[src/rtl/alu_result_queue.sv]
// Registered result FIFO behind the 16-bit ALU, with a flag register and a saturating overflow counter.
// Optional sticky overflow flag is enabled by defining ALU_STICKY_OVF_EN.
module alu_result_queue #(
   parameter int WIDTH = 16,
   parameter int DEPTH = 4
) (
   input  logic                     clk,
   input  logic                     rst_n,
   input  logic                     in_valid,
   output logic                     in_ready,
   input  logic [WIDTH-1:0]         in_z,
   input  logic [4:0]               in_flags,
   output logic                     out_valid,
   input  logic                     out_ready,
   output logic [WIDTH-1:0]         out_z,
   output logic [4:0]               out_flags,
   output logic [4:0]               flags_q,
   output logic [7:0]               ovf_cnt,
   output logic [$clog2(DEPTH):0]   level,
   input  logic                     clr_sticky,
   output logic                     ovf_sticky
);

   localparam int AW = $clog2(DEPTH);
   localparam int EW = WIDTH + 5;

   function automatic logic [7:0] sat_inc8(input logic [7:0] v);
      return (v == 8'hFF) ? v : v + 8'd1;
   endfunction

   logic [AW:0]   wr_ptr, rd_ptr;
   logic [EW-1:0] mem [DEPTH];
   logic [EW-1:0] head;
   logic          full, empty, push, pop;

   // Extra pointer MSB distinguishes full from empty when the index bits match.
   assign full  = (wr_ptr[AW] != rd_ptr[AW]) && (wr_ptr[AW-1:0] == rd_ptr[AW-1:0]);
   assign empty = (wr_ptr == rd_ptr);
   assign push  = in_valid && !full;
   assign pop   = out_ready && !empty;

   assign in_ready  = !full;
   assign out_valid = !empty;
   assign level     = wr_ptr - rd_ptr;
   assign head      = mem[rd_ptr[AW-1:0]];
   assign out_z     = empty ? '0 : head[EW-1:5];
   assign out_flags = empty ? '0 : head[4:0];

   always_ff @(posedge clk) begin
      if (push) mem[wr_ptr[AW-1:0]] <= {in_z, in_flags};
   end

   always_ff @(posedge clk or negedge rst_n) begin
      if (!rst_n) begin
         wr_ptr  <= '0;
         rd_ptr  <= '0;
         flags_q <= '0;
         ovf_cnt <= '0;
      end else begin
         if (push) begin
            wr_ptr  <= wr_ptr + 1'b1;
            flags_q <= in_flags;
            if (in_flags[0]) ovf_cnt <= sat_inc8(ovf_cnt);
         end
         if (pop) rd_ptr <= rd_ptr + 1'b1;
      end
   end

`ifdef ALU_STICKY_OVF_EN
   // Set has priority over clear so an overflow in the clearing cycle is not lost.
   always_ff @(posedge clk or negedge rst_n) begin
      if (!rst_n)                     ovf_sticky <= 1'b0;
      else if (push && in_flags[0])   ovf_sticky <= 1'b1;
      else if (clr_sticky)            ovf_sticky <= 1'b0;
   end
`else
   logic unused_clr_sticky;
   assign unused_clr_sticky = clr_sticky;
   assign ovf_sticky        = 1'b0;
`endif

endmodule

[config.mk]
export PLATFORM = sky130hd
export DESIGN_NAME = alu_result_queue
export DESIGN_NICKNAME = d
export VERILOG_FILES = /design/src/rtl/alu_result_queue.sv
export SDC_FILE = /design/constraint.sdc
export NUM_CORES = 1
export LEC_CHECK = 0
export ABC_AREA = 1
export CAP_MARGIN = 15
export CORE_MARGIN = 2
export CORE_UTILIZATION = 50
export CTS_BUF_LIST = sky130_fd_sc_hd__clkbuf_8
export DETAILED_ROUTE_END_ITERATION = 12
export GPL_TIMING_DRIVEN = 0
export HOLD_SLACK_MARGIN = 0.12
export PLACE_DENSITY = 0.84
export REMOVE_ABC_BUFFERS = 1
export SLEW_MARGIN = 25
export SYNTH_ARGS = -nofsm -noshare
export SYNTH_HDL_FRONTEND = slang
export SYNTH_SLANG_ARGS = --single-unit
[constraint.sdc]
create_clock -name clk -period 5.3 [get_ports clk]
set_clock_uncertainty 0.1 [all_clocks]
set_input_delay 1.06 -clock clk [delete_from_list [all_inputs] [get_ports clk]]
set_output_delay 1.06 -clock clk [all_outputs]
set_load 0.02 [all_outputs]
==> results of run 1 <==
-- synth_stat cells, drive strengths merged --
cell	number
nand4	1
ha	8
a21oi	24
conb	1
nand3b	1
inv	21
edfxtp	84
clkbuf	7
nor2	94
nand2	62
buf	10
xnor2	2
fa	1
o21ai	48
nand3	3
dfrtp	19
xor2	5
-- flip-flops by register name, summed over array words and instances (netlist names) --
name and flops:
wr_ptr 3, ovf_cnt 8, rd_ptr 3, mem 84
flags_q 5
-- layout make-up --
type	count	area share (%)
flip-flops and latches	103	56.6
multi-input cells	250	23.4
repair buffers	64	12.3
well taps	108	2.55
clock buffers	9	2.33
inverters	21	1.63
clock inverters	7	1.18
repair inverters	1	0.0943
-- logic make-up (layout without fill, tap and decap cells) --
kind of cell,count (synthesis),count (layout),share of synthesized area [%]
flip-flops,103,103,68.4
other,1,1,0.0855
AND/OR/NAND/NOR,161,161,14.8
AO/OA/AOI/OAI,72,72,8.47
XOR/XNOR,7,7,1.57
adder cells (fa/ha/maj),9,9,2.74
buffers and inverters,38,102,4.02
-- per-layer routing --
| metal | vias up | GRT usage, % |
|---|---|---|
| li1 | 1426 | - |
| met1 | 1403 | 23.0 |
| met2 | 117 | 30.5 |
| met3 | 16 | 5.04 |
| met4 | 0 | 8.33 |
| met5 | - | 0 |
-- worst paths after layout --
kind	from	endpoint	slack (ps)	cells past startpoint
max	rd_ptr[1]	out_flags[2]	340	8
min	flags_q[1]	flags_q[1]	420	2
max reg2reg	rd_ptr[1]	mem[1][14]	2160	7
min reg2reg	flags_q[1]	flags_q[1]	420	2
max in group asynchronous	rst_n	rd_ptr[0]	3410	1
min in group asynchronous	rst_n	flags_q[3]	1080	1
-- power by group through the flow --
| stage | combinational (mW) | clock, mW | sequential (mW) |
|---|---|---|---|
| final | 1.64 | 0.458 | 1.26 |
| after global routing | 1.80 | 0.489 | 1.28 |
| after CTS | 1.65 | 0.466 | 1.25 |
| after detailed placement | 1.64 | 0 | 1.27 |
| after global placement | 1.58 | 0 | 1.26 |
| after floorplan | 0.881 | 0 | 1.26 |
-- worst max-delay path, cell delays in order, from the launching register on --
cell and delay (ps):
dfrtp_2 770, clkinvlp_4 470, ha_1 390, nand2_1 70, inv_1 100, nand3_1 170, clkinvlp_4 430, a21oi_1 370
clkdlybuf4s50_1 660
-- timing repair --
action | CTS | global route
resized for setup | 1 | 2
cloned | 0 | 1
setup endpoints to repair | 21 | 1
setup buffers | 0 | 0
==> results.md, run 1 <==
* Status: finished clean
* P_int at 1.94 mW
* Synth warn at 0
* Syn Area/Cell at 11.2 um2
* Later-pin clock latency in the skew report at 370 ps
* Hold Worst Slack at 415 ps
* Vias in the first global route at 2918
* Final Non-Filler Cells at 563
* Placer Congestion at 0.746
* Max Slew Vio Count at 0
* Placed cell count at 546
* DRT Wirelength at 8630 um
* Cell area after synthesis at 4390 um2
* Synth top area share at 57.5%
* Site Rows at 34
* Max cap viols at 0
* Filler cells at 657
* Crit path time final at 4960 ps
* Maximum VDD drop at 0.000351 V
* Chip height at 97.7 um
* Startpoint types: register
* H-tree Lvls at 3
* Commonest non-fill, non-tap cell in the layout: nor2_1
* Detailed router's first-iteration violation count at 161
* Cells after synthesis at 391
* Share of power burned in registers at 37.5%
* Slew @ Worst Pin at 878 ps
* WL per Instance at 15.3 um
* Crit path DAT at 3800 ps
* CP endpoint kind: output pin
* Die width at 97.7 um
* Final total power at 3.35 mW
* Post-DP HPWL at 5100 um
* PwrDens at 632 nW/um2
* Via count at 2962
* Switching part of the total at 42.0%
* Synth area leader: edfxtp_1
* Metal3 WL at 711 um
* Vias per std cell at 5.26
* Area occupied by multi-input gates at 1240 um2
* Wire length of the first global-routing pass at 13900 um
* RSZ-0062 raised after global routing: false
* Largest net degree at the start of global routing at 46
* CTS root buffer: clkbuf_8
* Length of routed met2 wiring at 4260 um
* Most frequent cells in the layout: nor2_1, edfxtp_1, clkdlybuf4s50_1
* Layout cell share with drive strength beyond 1 at 7.69%
* Final instance area at 5310 um2
* Combinational power share at 48.9%
* Setup TNS Final at 0 ps
* Gr usage total at 18.5%
* Ranking of synthesized cells by area: edfxtp_1, dfrtp_1, nor2_1, o21ai_0, nand2_1
* Maximum root-to-sink buffer count at 2
* Setup CP Type: register to output pin
* Final Net Count at 485
* Core Area at 8590 um2
* Yosys cell types at 27
* N_diodes at 0
* Inserted Clock Buffers at 9
* Clock Sinks at 103
* # DRC at 0
* Post-Place Worst Slack at 174 ps
* Data required, critical path at 4140 ps
* DIE AREA at 9540 um2
* Total net switching power at 1.41 mW
* Final Setup Violations at 0
* Leakage power at 1.97 nW
* Period utilisation layout at 93.7%
* I/O Pins at 66
* Core Util, Final at 61.7%
* DP Area at 5100 um2
* CTS tree: yes
* Post-synthesis sequential area ratio at 68.4%
* Initial antenna violation count at 0
* IO buf count at 63
* # hold bufs at CTS at 0
* Met1 wire length at 3490 um
* Final hold vios at 0
* Worst-path clk slew at 100 ps
* Slew margin rel. at 41.3%
* Top Metal Used: met4
* Clock power frac at 13.7%
* Final antenna-violating net count at 0
* Synthesized flop and latch total at 103
* Initial Utilization at 51.0%
* Max FO, Critical Path at 25
* 1st-pass router iterations at 4
* Total grt overflow at 0
* Final setup margin at 336 ps
* Flip-flop and latch area at 3000 um2
* Worst hold path type: register to register
* Area grow syn2layout at 21.0%
* Max Clk Rate at 0.201 GHz
No activity file was read; power rests on OpenSTA's default activity.
==> run 2, diff against run 1 <==
--- a/config.mk
+++ b/config.mk
@@ -13,7 +13,7 @@
 export DETAILED_ROUTE_END_ITERATION = 12
 export GPL_TIMING_DRIVEN = 0
 export HOLD_SLACK_MARGIN = 0.12
-export PLACE_DENSITY = 0.84
+export PLACE_DENSITY = 0.87
 export REMOVE_ABC_BUFFERS = 1
 export SLEW_MARGIN = 25
 export SYNTH_ARGS = -nofsm -noshare
==> constraint.sdc (replaced) <==
create_clock -name clk -period 4.5 [get_ports clk]
set_clock_uncertainty 0.1 [all_clocks]
set_input_delay 0.9 -clock clk [delete_from_list [all_inputs] [get_ports clk]]
set_output_delay 0.9 -clock clk [all_outputs]
set_load 0.02 [all_outputs]
==> results.md, run 2 (same netlist as run 1, synthesis figures left out) <==
* Hold_sp: flags_q[4]
* Worst hold path type: register to register
* Max Slew Vio Count at 0 (unchanged)
* PwrDens at 758 nW/um2 (+20%)
* Detailed router's first-iteration violation count at 205 (+27%)
* Slew margin rel. at 38.1% (-3.2 points)
* Crit path DAT at 3310 ps (-490 ps)
* RSZ-0062 raised after global routing: false
* Maximum VDD drop at 0.000331 V (-5.7%)
* Commonest non-fill, non-tap cell in the layout: nor2_1
* Worst-path clk slew at 90 ps (about the same)
* N_diodes at 0 (unchanged)
* Max cap viols at 0 (unchanged)
* Maximum root-to-sink buffer count at 2 (unchanged)
* Worst path cell trace: clkinvlp_4 > ha_1 > nand2_1 > inv_1 > nand3_1 > clkinvlp_4 > a21oi_1 > clkdlybuf4s50_1
* Data required, critical path at 3500 ps (-640 ps)
* Chip height at 97.7 um (unchanged)
* Startpoint types: register
* Final Net Count at 486 (+0.21%)
* Total grt overflow at 0 (unchanged)
* Max Clk Rate at 0.232 GHz
* Switching part of the total at 41.9% (-0.14 points)
* WL per Instance at 15.7 um (+2.4%)
* Slew @ Worst Pin at 925 ps (+47.5 ps)
* Post-DP HPWL at 5090 um (-0.12%)
* CP endpoint kind: output pin
* Met1 wire length at 3500 um (+0.26%)
* # DRC at 0 (unchanged)
* Slowest cell on crit path: dfrtp_4
* Metal3 WL at 564 um (-21%)
* Final setup margin at 191 ps (-145 ps)
* # hold bufs at CTS at 0 (unchanged)
* Clock Sinks at 103 (unchanged)
* P_int at 2.35 mW (+21%)
* Crit path largest cell delay at 660 ps (-110 ps)
* Total net switching power at 1.70 mW (+20%)
* Worst r2r src: rd_ptr[1]
* Hold Path Cell Cnt at 2 (unchanged)
* Later-pin clock latency in the skew report at 360 ps (about the same)
* DRT Wirelength at 8860 um (+2.6%)
* Final Non-Filler Cells at 564 (+0.18%)
* Final Setup Violations at 0 (unchanged)
* Most frequent cells in the layout: nor2_1, edfxtp_1, clkdlybuf4s50_1
* Period utilisation layout at 95.7%
* Placer Congestion at 0.760 (+1.8%)
* Site Rows at 34 (unchanged)
* Flip-flop and latch area at 3010 um2 (+0.17%)
* Layout cell share with drive strength beyond 1 at 7.89% (+0.20 points)
* Reg2reg end: mem[3][18]
* IO buf count at 63 (unchanged)
* Vias per std cell at 5.32 (+1.1%)
* Max FO, Critical Path at 25 (unchanged)
* Initial Utilization at 51.0% (unchanged)
* Combinational power share at 48.2% (-0.7 points)
* Wire length of the first global-routing pass at 14100 um (+1.8%)
* Die width at 97.7 um (unchanged)
* Post-Place Worst Slack at -440 ps (-614 ps)
* DIE AREA at 9540 um2 (unchanged)
* Inserted Clock Buffers at 9 (unchanged)
* Cell mode on critical path: clkinvlp_4
* 1st-pass router iterations at 4 (unchanged)
* H-tree Lvls at 3 (unchanged)
* Filler cells at 659 (+0.30%)
* Top Metal Used: met4
* Final antenna-violating net count at 0 (unchanged)
* Placed cell count at 545 (-0.18%)
* Worst R2R Setup Slack at 1820 ps (-340 ps)
* Length of routed met2 wiring at 4530 um (+6.1%)
* I/O Pins at 66 (unchanged)
* Final hold vios at 0 (unchanged)
* Clock power frac at 15.1% (+1.4 points)
* Setup CP Type: register to output pin
* Gr usage total at 19.4% (+0.86 points)
* Max reg flops at 84 (unchanged)
* R2R depth at 7 (unchanged)
* Share of power burned in registers at 36.7% (-0.8 points)
* Vias in the first global route at 2939 (+0.72%)
* Initial antenna violation count at 0 (unchanged)
* Core Area at 8590 um2 (unchanged)
* Crit path time final at 4310 ps
* Via count at 3000 (+1.3%)
* Leakage power at 1.98 nW (+0.57%)
* Area occupied by multi-input gates at 1240 um2 (unchanged)
* Area grow syn2layout at 21.8%
* CTS root buffer: clkbuf_8
* Largest net degree at the start of global routing at 46 (unchanged)
* CTS tree: yes
* Status: finished clean
* Hold Path Sink: flags_q[4]
==> run 2: changes by cell type in the layout (fill, tap and decap cells not counted), sizes merged <==
cell | previous run | this run
bufinv | 0 | 1
clkinvlp | 3 | 4
inv | 23 | 22
==> run 2: power by group through the flow <==
stage               logic, mW  clock network, mW  registers (mW)
floorplan                1.04                  0            1.48
global placement         1.85                  0            1.49
detailed placement       1.93                  0            1.49
CTS                      1.97              0.616            1.48
global route             2.12              0.662            1.52
finish                   1.95              0.610            1.49
==> run 2: metal layers <==
layer / vias to the layer above / track usage [%]
li1: 1427 / -
met1: 1425 / 22.7
met2: 123 / 33.9
met3: 25 / 3.96
met4: 0 / 9.83
met5: - / 0
==> run 2: timing repair <==
action / 4_1_cts / 5_1_grt
setup buffers: 1 / 0
cloned: 2 / 0
endpoints found under the setup margin: 22 / 20
gates resized for setup: 5 / 1
==> run 2: through the flow <==
stage          instance area [um2]  hold slack [ps]  setup TNS, ps  utilization, %  power (mW)
2_1_floorplan                 4290              389              0               -        2.52
3_3_place_gp                  5050              377         -21540            58.8        3.34
3_5_place_dp                  5080              364          -8180            59.2        3.42
4_1_cts                       5340              400              0            62.1        4.06
5_1_grt                       5340              449              0            62.1        4.29
6_report                      5340              395              0            62.1        4.05
==> run 2: layout make-up <==
cell class | instances | area share (%)
timing repair buffer | 64 | 11.9
timing repair inverter | 2 | 0.234
sequential | 103 | 56.3
clock buffer | 9 | 2.32
clock inverter | 7 | 1.83
tap | 108 | 2.53
inverter | 21 | 1.62
multi-input combinational | 250 | 23.2
==> run 2: worst max-delay path: cells and delay by family, from the launching register on <==
family / cells / cell delay (ps)
buffers and inverters: 4 / 1320
DFF: 1 / 660
and+or+nand+nor: 2 / 380
adders and majority gates: 1 / 300
AOI/OAI and AO/OA: 1 / 280
==> run 2: how the worst max path moves through the flow <==
stage / start / end / cells after the start
final: rd_ptr[1] / out_flags[2] / 8
after global routing: rd_ptr[1] / out_flags[2] / 8
after CTS: rd_ptr[0] / out_flags[4] / 7
after detailed placement: rd_ptr[1] / out_flags[4] / 8
after global placement: rd_ptr[1] / out_flags[0] / 8
after floorplan: rd_ptr[1] / out_flags[0] / 7
==> run 3, diff against run 2 <==
--- a/config.mk
+++ b/config.mk
@@ -15,7 +15,6 @@
 export HOLD_SLACK_MARGIN = 0.12
 export PLACE_DENSITY = 0.87
 export REMOVE_ABC_BUFFERS = 1
-export SLEW_MARGIN = 25
 export SYNTH_ARGS = -nofsm -noshare
 export SYNTH_HDL_FRONTEND = slang
 export SYNTH_SLANG_ARGS = --single-unit
==> results.md, run 3 (same netlist as run 1, synthesis figures left out) <==
* Total grt overflow at 0 (unchanged)
* Crit path time final at 4240 ps (-70.8 ps)
* Crit path DAT at 3240 ps (-70 ps)
* Maximum VDD drop at 0.000305 V (-7.9%)
* WL per Instance at 15.6 um (-0.47%)
* Slew margin rel. at 23.7% (-14 points)
* Most frequent cells in the layout: nor2_1, edfxtp_1, clkdlybuf4s50_1
* Post-DP HPWL at 5560 um (+9.2%)
* Critical path origin: rd_ptr[1]
* Leakage power at 2.01 nW (+1.4%)
* Site Rows at 34 (unchanged)
* Max reg flops at 84 (unchanged)
* Max FO, Critical Path at 25 (unchanged)
* Data required, critical path at 3500 ps (about the same)
* Placer Congestion at 0.760 (unchanged)
* Final instance area at 5390 um2 (+0.96%)
* Maximum root-to-sink buffer count at 2 (unchanged)
* Worst r2r src: rd_ptr[1]
* N_diodes at 0 (unchanged)
* Max Slew Vio Count at 0 (unchanged)
* Die width at 97.7 um (unchanged)
* 1st-pass router iterations at 5 (+1)
* Layout cell share with drive strength beyond 1 at 8.87% (+0.98 points)
* Worst hold path type: register to register
* DP Area at 5160 um2 (+1.6%)
* Vias per std cell at 5.22 (-1.9%)
* Setup CP Type: register to output pin
* Initial Utilization at 51.0% (unchanged)
* Final antenna-violating net count at 0 (unchanged)
* Hold Worst Slack at 398 ps (+2.98 ps)
* Later-pin clock latency in the skew report at 360 ps (about the same)
* Final Non-Filler Cells at 570 (+1.1%)
* Detailed router's first-iteration violation count at 260 (+27%)
* Startpoint types: register
* Final hold vios at 0 (unchanged)
* Via count at 2975 (-0.83%)
* H-tree Lvls at 3 (unchanged)
* Combinational power share at 50.7% (+2.5 points)
* Final Net Count at 492 (+1.2%)
* # DRC at 0 (unchanged)
* Final Setup Violations at 0 (unchanged)
* PwrDens at 749 nW/um2 (-1.2%)
* Wire length of the first global-routing pass at 14400 um (+2.2%)
* Largest net degree at the start of global routing at 44 (-4.3%)
* Hold_sp: flags_q[4]
* DRT Wirelength at 8910 um (+0.59%)
* Area grow syn2layout at 22.9%
* Chip height at 97.7 um (unchanged)
* Period utilisation layout at 94.2% (-1.6 points)
* RSZ-0062 raised after global routing: false
* P_int at 2.35 mW (-0.15%)
* Slew @ Worst Pin at 1140 ps (+217 ps)
* Vias in the first global route at 3032 (+3.2%)
* Share of power burned in registers at 36.1% (-0.6 points)
* Clock Sinks at 103 (unchanged)
* DIE AREA at 9540 um2 (unchanged)
* Status: finished clean
* Commonest non-fill, non-tap cell in the layout: nor2_1
* Max Clk Rate at 0.236 GHz (+1.7%)
* I/O Pins at 66 (unchanged)
* Clock power frac at 13.2% (-1.9 points)
* Initial antenna violation count at 0 (unchanged)
* Core Area at 8590 um2 (unchanged)
* Total net switching power at 1.69 mW (-0.32%)
* Gr usage total at 19.6% (+0.20 points)
* CP endpoint kind: output pin
* Inserted Clock Buffers at 9 (unchanged)
* IO buf count at 63 (unchanged)
* CTS root buffer: clkbuf_8
* Worst-path clk slew at 100 ps (about the same)
* Placed cell count at 550 (+0.92%)
* CTS tree: yes
* Max cap viols at 0 (unchanged)
* Switching part of the total at 41.8% (-0.043 points)
## run 3: changes by cell type in the layout (fill, tap and decap cells not counted), sizes merged
cell,before,now
buf,1,7
clkinvlp,4,6
bufinv,1,0
clkinv,3,2
## run 3: area by class of cell
| class | count | area (um2) |
|---|---|---|
| Timing Repair inverter | 2 | 12.5 |
| Fill cell | 637 | 3200 |
| Timing Repair Buffer | 70 | 746 |
| Clock inverter | 7 | 63.8 |
| Sequential cell | 103 | 3000 |
| Clock buffer | 9 | 124 |
| Tap cell | 108 | 135 |
| Multi-Input combinational cell | 250 | 1220 |
| Inverter | 21 | 86.3 |
## run 3: final timing paths
kind / endpoint / cells after the start / slack, ps
setup / recovery: out_z[5] / 9 / 260
setup reg to reg: mem[0][4] / 8 / 1710
hold / removal: flags_q[4] / 2 / 400
max in group asynchronous: rd_ptr[1] / 1 / 2700
min in group asynchronous: flags_q[2] / 1 / 940
hold reg to reg: flags_q[4] / 2 / 400
## run 3: timing repair
item / CTS / global route
gates cloned: 2 / 0
gates resized for setup: 5 / 1
endpoints found under the setup margin: 22 / 21
setup buffers: 2 / 0
hold buffers: 0 / 0
## run 3: power groups by stage
| stage | clock, mW | sequential [mW] | combinational [mW] |
|---|---|---|---|
| floorplan | 0 | 1.48 | 1.04 |
| global placement | 0 | 1.49 | 1.85 |
| detailed placement | 0 | 1.46 | 2.02 |
| CTS | 0.542 | 1.45 | 2.07 |
| global route | 0.590 | 1.48 | 2.22 |
| finish | 0.535 | 1.46 | 2.05 |
## run 3: worst max-delay path: stages (launching register included)
cell             delay (ps)
dfrtp_4                 680
clkinvlp_4              190
ha_1                    300
nand2_1                  90
inv_1                   110
nand3_1                 310
clkinvlp_4              150
buf_4                   200
a21oi_1                 200
clkdlybuf4s50_1         640
## run 3: stage by stage
step | utilization, % | TNS [ps] | setup slack (ps) | total power [mW]
2_1_floorplan | - | 0 | 1000 | 2.52
3_3_place_gp | 58.8 | -21540 | -438 | 3.34
3_5_place_dp | 60.1 | -8660 | -469 | 3.48
4_1_cts | 62.7 | 0 | 16.4 | 4.06
5_1_grt | 62.7 | 0 | 88.3 | 4.29
6_report | 62.7 | 0 | 262 | 4.04
## run 3: metal layers
| layer | part of all wire, % | track usage, % | vias up |
|---|---|---|---|
| li1 | - | - | 1440 |
| met1 | 39 | 22.0 | 1423 |
| met2 | 54 | 35.0 | 104 |
| met3 | 6.7 | 4.46 | 8 |
| met4 | 0.85 | 9.83 | 0 |
| met5 | 0 | 0 | - |
